**config.mk**
```make
export PLATFORM = sky130hd
export DESIGN_NAME = force_reg_bank
export DESIGN_NICKNAME = d
export VERILOG_FILES = /design/src/rtl/force_reg_bank.sv
export SDC_FILE = /design/constraint.sdc
export NUM_CORES = 1
export LEC_CHECK = 0
export ABC_AREA = 1
export BUFFER_PORTS_ARGS = -buffer_cell sky130_fd_sc_hd__clkbuf_2
export CAP_MARGIN = 0
export CELL_PAD_IN_SITES_DETAIL_PLACEMENT = 1
export CELL_PAD_IN_SITES_GLOBAL_PLACEMENT = 1
export CORE_ASPECT_RATIO = 1.4
export CORE_MARGIN = 2
export CORE_UTILIZATION = 45
export CTS_CLUSTER_DIAMETER = 150
export CTS_CLUSTER_SIZE = 16
export DETAILED_ROUTE_END_ITERATION = 7
export GPL_TIMING_DRIVEN = 0
export PLACE_DENSITY = 0.88
export SYNTH_ARGS = -nofsm -noshare
export SYNTH_HDL_FRONTEND = slang
export SYNTH_SLANG_ARGS = --single-unit
```
**constraint.sdc**
```tcl
create_clock -name clk -period 11.28 [get_ports clk]
set_input_delay 0.564 -clock clk [delete_from_list [all_inputs] [get_ports clk]]
set_output_delay 0.564 -clock clk [all_outputs]
set_load 0.05 [all_outputs]
```
**src/rtl/force_reg_bank.sv**
```systemverilog
// Bank of CH capture registers.
// Any channel can have masked bits overridden, either until released or for a timed number of cycles.
module force_reg_bank #(
    parameter int              WIDTH    = 8,
    parameter int              CH       = 4,
    parameter int              CNT_W    = 8,
    parameter logic [WIDTH-1:0] RST_VAL = '0,
    parameter int              REL_MODE = 0,
    localparam int             CH_W     = (CH > 1) ? $clog2(CH) : 1
) (
    input  logic                  clk,
    input  logic                  rst,
    input  logic [CH-1:0]         en,
    input  logic [CH*WIDTH-1:0]   d,
    input  logic                  frc_req,
    input  logic [CH_W-1:0]       frc_ch,
    input  logic [WIDTH-1:0]      frc_mask,
    input  logic [WIDTH-1:0]      frc_val,
    input  logic [CNT_W-1:0]      frc_len,
    input  logic                  rel_req,
    input  logic [CH_W-1:0]       rel_ch,
    output logic [CH*WIDTH-1:0]   q,
    output logic [CH-1:0]         frc_act,
    output logic [CH-1:0]         frc_done
);

    for (genvar i = 0; i < CH; i++) begin : g_ch
        logic [WIDTH-1:0] cap_q, cap_d;
        logic [WIDTH-1:0] msk_q, msk_d;
        logic [WIDTH-1:0] fv_q, fv_d;
        logic [CNT_W-1:0] cnt_q, cnt_d;
        logic             act_q, act_d;
        logic             done_q, done_d;
        logic [WIDTH-1:0] vis;
        logic             frc_hit, rel_hit, expire, do_rel;

        assign vis = (msk_q & fv_q) | (~msk_q & cap_q);

        // Out-of-range channel numbers never match any i, so those requests fall away here.
        assign frc_hit = frc_req && (frc_ch == CH_W'(i));
        assign rel_hit = rel_req && (rel_ch == CH_W'(i));
        assign expire  = act_q && (cnt_q == CNT_W'(1)) && !frc_hit;
        assign do_rel  = act_q && (rel_hit || expire) && !frc_hit;

        always_comb begin
            cap_d  = cap_q;
            msk_d  = msk_q;
            fv_d   = fv_q;
            cnt_d  = cnt_q;
            act_d  = act_q;
            done_d = expire;
            if (en[i]) begin
                cap_d = d[i*WIDTH +: WIDTH];
            end
            // Keep-mode release folds the visible value into cap so q does not glitch.
            if (do_rel && (REL_MODE == 0)) begin
                cap_d = vis;
            end
            if (frc_hit) begin
                msk_d = frc_mask;
                fv_d  = frc_val;
                act_d = |frc_mask;
                cnt_d = (|frc_mask) ? frc_len : '0;
            end else if (do_rel) begin
                msk_d = '0;
                cnt_d = '0;
                act_d = 1'b0;
            end else if (act_q && (cnt_q > CNT_W'(1))) begin
                cnt_d = cnt_q - CNT_W'(1);
            end
        end

        always_ff @(posedge clk or posedge rst) begin
            if (rst) begin
                cap_q  <= RST_VAL;
                msk_q  <= '0;
                fv_q   <= '0;
                cnt_q  <= '0;
                act_q  <= 1'b0;
                done_q <= 1'b0;
            end else begin
                cap_q  <= cap_d;
                msk_q  <= msk_d;
                fv_q   <= fv_d;
                cnt_q  <= cnt_d;
                act_q  <= act_d;
                done_q <= done_d;
            end
        end

        assign q[i*WIDTH +: WIDTH] = vis;
        assign frc_act[i]          = act_q;
        assign frc_done[i]         = done_q;
    end

endmodule
```
==> flow_metrics.tcl <==
set metrics [dict create \
    status "complete, no violations" \
    fin_nets 1142 \
    setup_tns_ns 0 \
    syn_nets 1018 \
    p_per_area_nw_per_um2 248.3 \
    synth.top_cell.area_share_pct 45.95 \
    yosysWarnings 0 \
    critPathCaptureType "output pin" \
    dieHeight_um 155.8 \
    irDropWorstVdd_v 0.0001900 \
    grtUsageMet3_pct 5.478 \
    layout_common_cells "nand2_1 (292), dfrtp_1 (136), inv_1 (107), clkbuf_2 (104), o21ai_0 (75)" \
    viasPerCell 5.498 \
    grtUsageTotal_pct 27.76 \
    multiInputGateArea_um2 3312 \
    die-area_um2 17520 \
    post-synth-top-area-cell "dfrtp_1" \
    first_iter_violations 417 \
    intPower_uw 1251 \
    slew_viol_final 0 \
    final_cells 1278 \
    wl_um 23590 \
    worst_ep_required_time_ns 10.72 \
    holdBufCountCts 0 \
    gr-total-overflow 0 \
    grt_start_max_net_pins 71 \
    clockRootBuffer "clkbuf_16" \
    rsz0062_at_grt "false" \
    num_vias 7027 \
    nFillCells 2018 \
    p_sw_share_pct 42.98 \
    clockPowerShare_pct 27.1 \
    numCtsBuffers 17 \
    grt_pass1_wl_um 38120 \
    worst_pin_slew_ns 0.6765 \
    ff_latch_area_um2 3403 \
    gr-usage-met2_pct 50.34 \
    worstPathCellList "inv_1 > or2_2 > o21ai_0 > inv_1 > clkbuf_2" \
    mappedNetlistArea_um2 7407 \
    h-tree-depth 4 \
    synthCells 942 \
    cts_tree "built" \
    fp.dieW_um 112.4 \
    dp.cells 1246 \
    path_clk_slew_ns 0.06 \
    syn_avg_cell_area_um2 7.863 \
    synth_area_leaders "dfrtp_1 (46%), nand2_1 (15%), inv_1 (5.5%), o21ai_0 (5.1%), nand3_1 (4.7%)" \
    fp.coreArea_um2 16170 \
    cts_setup_buffers 0 \
    critPathLaunchType "register" \
    clockBufferDepth 2 \
    ff2ff_setup_slack_ns 9.35 \
    busiest_layer "met2" \
    synth_seq_area_share_pct 45.95 \
    switching_power_uw 942.6 \
    drc 0 \
    diodes 0 \
    dr.pass1.iters 6 \
    crit_path_max_incr_delay_ns 0.36 \
    p_seq_share_pct 33.7 \
    ios 108 \
    cpMostUsedCell "inv_1" \
    area_delta_synth_final_pct 19.24 \
    maxSlewHeadroom_pct 54.90 \
    cts_resized 0 \
    globalplace.congestion 0.9008 \
    maxCapViolCount 0 \
    drive_gt1_share_pct 21.96 \
    crit_path_top_delay_cell "dfrtp_1" \
    skew_ns 0.01048 \
    p_comb_share_pct 39.2 \
    p_leak_uw 0.004738 \
    clkLatencyLatePin_ns 0.44 \
    start_util_pct 45.80 \
    avgRoutedWirePerCell_um 18.46 \
    finalHoldViolCount 0 \
    clkSinkCount 136 \
    layout_commonest_cell "nand2_1" \
    synthDistinctLibCells 38 \
    min_path_type "primary input to asynchronous set/reset pin" \
    grt_pass1_vias 7563 \
    grtUsageMet1_pct 31.42 \
    rows 55 \
    antenna_left 0 \
    setup_violations 0 \
    holdWs_ns 0.2355 \
    io_buffers 104 \
    fin_util_pct 54.62 \
    dpl.hpwl_um 16730 \
    grt_antenna_before_repair 0 \
    min_period_over_period_pct 19.17 \
    worstSetupPathType "register to output pin" \
    fmax_mhz 462.5 \
    cp_max_fo 2 \
    min_period_ns 2.162 \
    crit_arrival_ns 1.60 \
    ys_ff_latch 136 \
]
## cell usage after synthesis, drive strengths merged
cell    instances
a21o            1
a21oi           6
buf            23
clkbuf         11
dfrtp         136
ha              8
inv           125
mux2           11
mux2i          13
nand2         302
nand3          76
nand4          25
nor2           54
nor3            2
o211ai          1
o21ai         113
o21bai          4
o22ai          19
or2             8
xnor2           4
## sequential cells by signal, summed over array words and instances (netlist names)
| name | flops |
|---|---|
| g_ch.done_q | 4 |
| g_ch.cap_q | 32 |
| g_ch.msk_q | 32 |
| g_ch.cnt_q | 32 |
| g_ch.act_q | 4 |
| g_ch.fv_q | 32 |
## worst max-delay path, delay by kind of cell (launching register included)
kind / cells / cell delay, ns
buffers and inverters: 3 / 0.38
DFF: 1 / 0.36
and+or+nand+nor: 1 / 0.27
AOI/OAI and AO/OA: 1 / 0.15
## cells by family after synthesis
family / Yosys count / share of synthesized area [%]
AND/OR/NAND/NOR: 467 / 28.04
buffers and inverters: 159 / 9.341
AO/OA/AOI/OAI: 144 / 11.42
flip-flops: 136 / 45.95
multiplexers: 24 / 3.429
adder cells (fa/ha/maj): 8 / 1.351
XOR/XNOR: 4 / 0.4729
## power groups by stage
| stage | clock (µW) | sequential, µW | combinational, µW |
|---|---|---|---|
| after detailed placement | 0 | 742 | 851 |
| final | 594 | 739 | 861 |
| after global routing | 618 | 754 | 962 |
| after floorplan | 0 | 703 | 661 |
| after global placement | 0 | 734 | 817 |
| after CTS | 596 | 738 | 865 |
## layout make-up
cell class	count	area share (%)
clock inverters	13	1.927
inverters	125	5.426
flip-flops and latches	136	38.53
repair buffers	105	6.205
plain buffers	34	2.465
clock buffers	19	5.128
multi-input cells	647	37.50
well taps	199	2.819
## path summary, 6_finish.rpt
kind	start	to	depth (start not counted)
max	g_ch[2].msk_q[1]$_DFFE_PP0P_	q[17]	5
max reg2reg	g_ch[2].cnt_q[0]$_DFFE_PP0P_	g_ch[2].cnt_q[7]$_DFFE_PP0P_	8
min reg2reg	g_ch[0].cap_q[7]$_DFFE_PP0P_	g_ch[0].cap_q[7]$_DFFE_PP0P_	2
max in group asynchronous	rst	g_ch[1].cnt_q[4]$_DFFE_PP0P_	3
min	rst	g_ch[2].msk_q[6]$_DFFE_PP0P_	2
min in group clk	d[13]	g_ch[1].cap_q[5]$_DFFE_PP0P_	3
## through the flow
stage / worst slack, ns / area [µm²] / total power [µW]
floorplan: 7.077 / 7407 / 1364
global placement: 5.353 / 8177 / 1551
detailed placement: 9.132 / 8209 / 1593
CTS: 9.108 / 8832 / 2199
global route: 9.037 / 8832 / 2334
finish: 9.118 / 8832 / 2193
## metal layers
| layer | vias to the layer above | wire length (µm) |
|---|---|---|
| li1 | 3276 | - |
| met1 | 3470 | 9218 |
| met2 | 212 | 12420 |
| met3 | 69 | 1024 |
| met4 | 0 | 924 |
| met5 | - | 0 |
(Power assumes the default switching activity.)
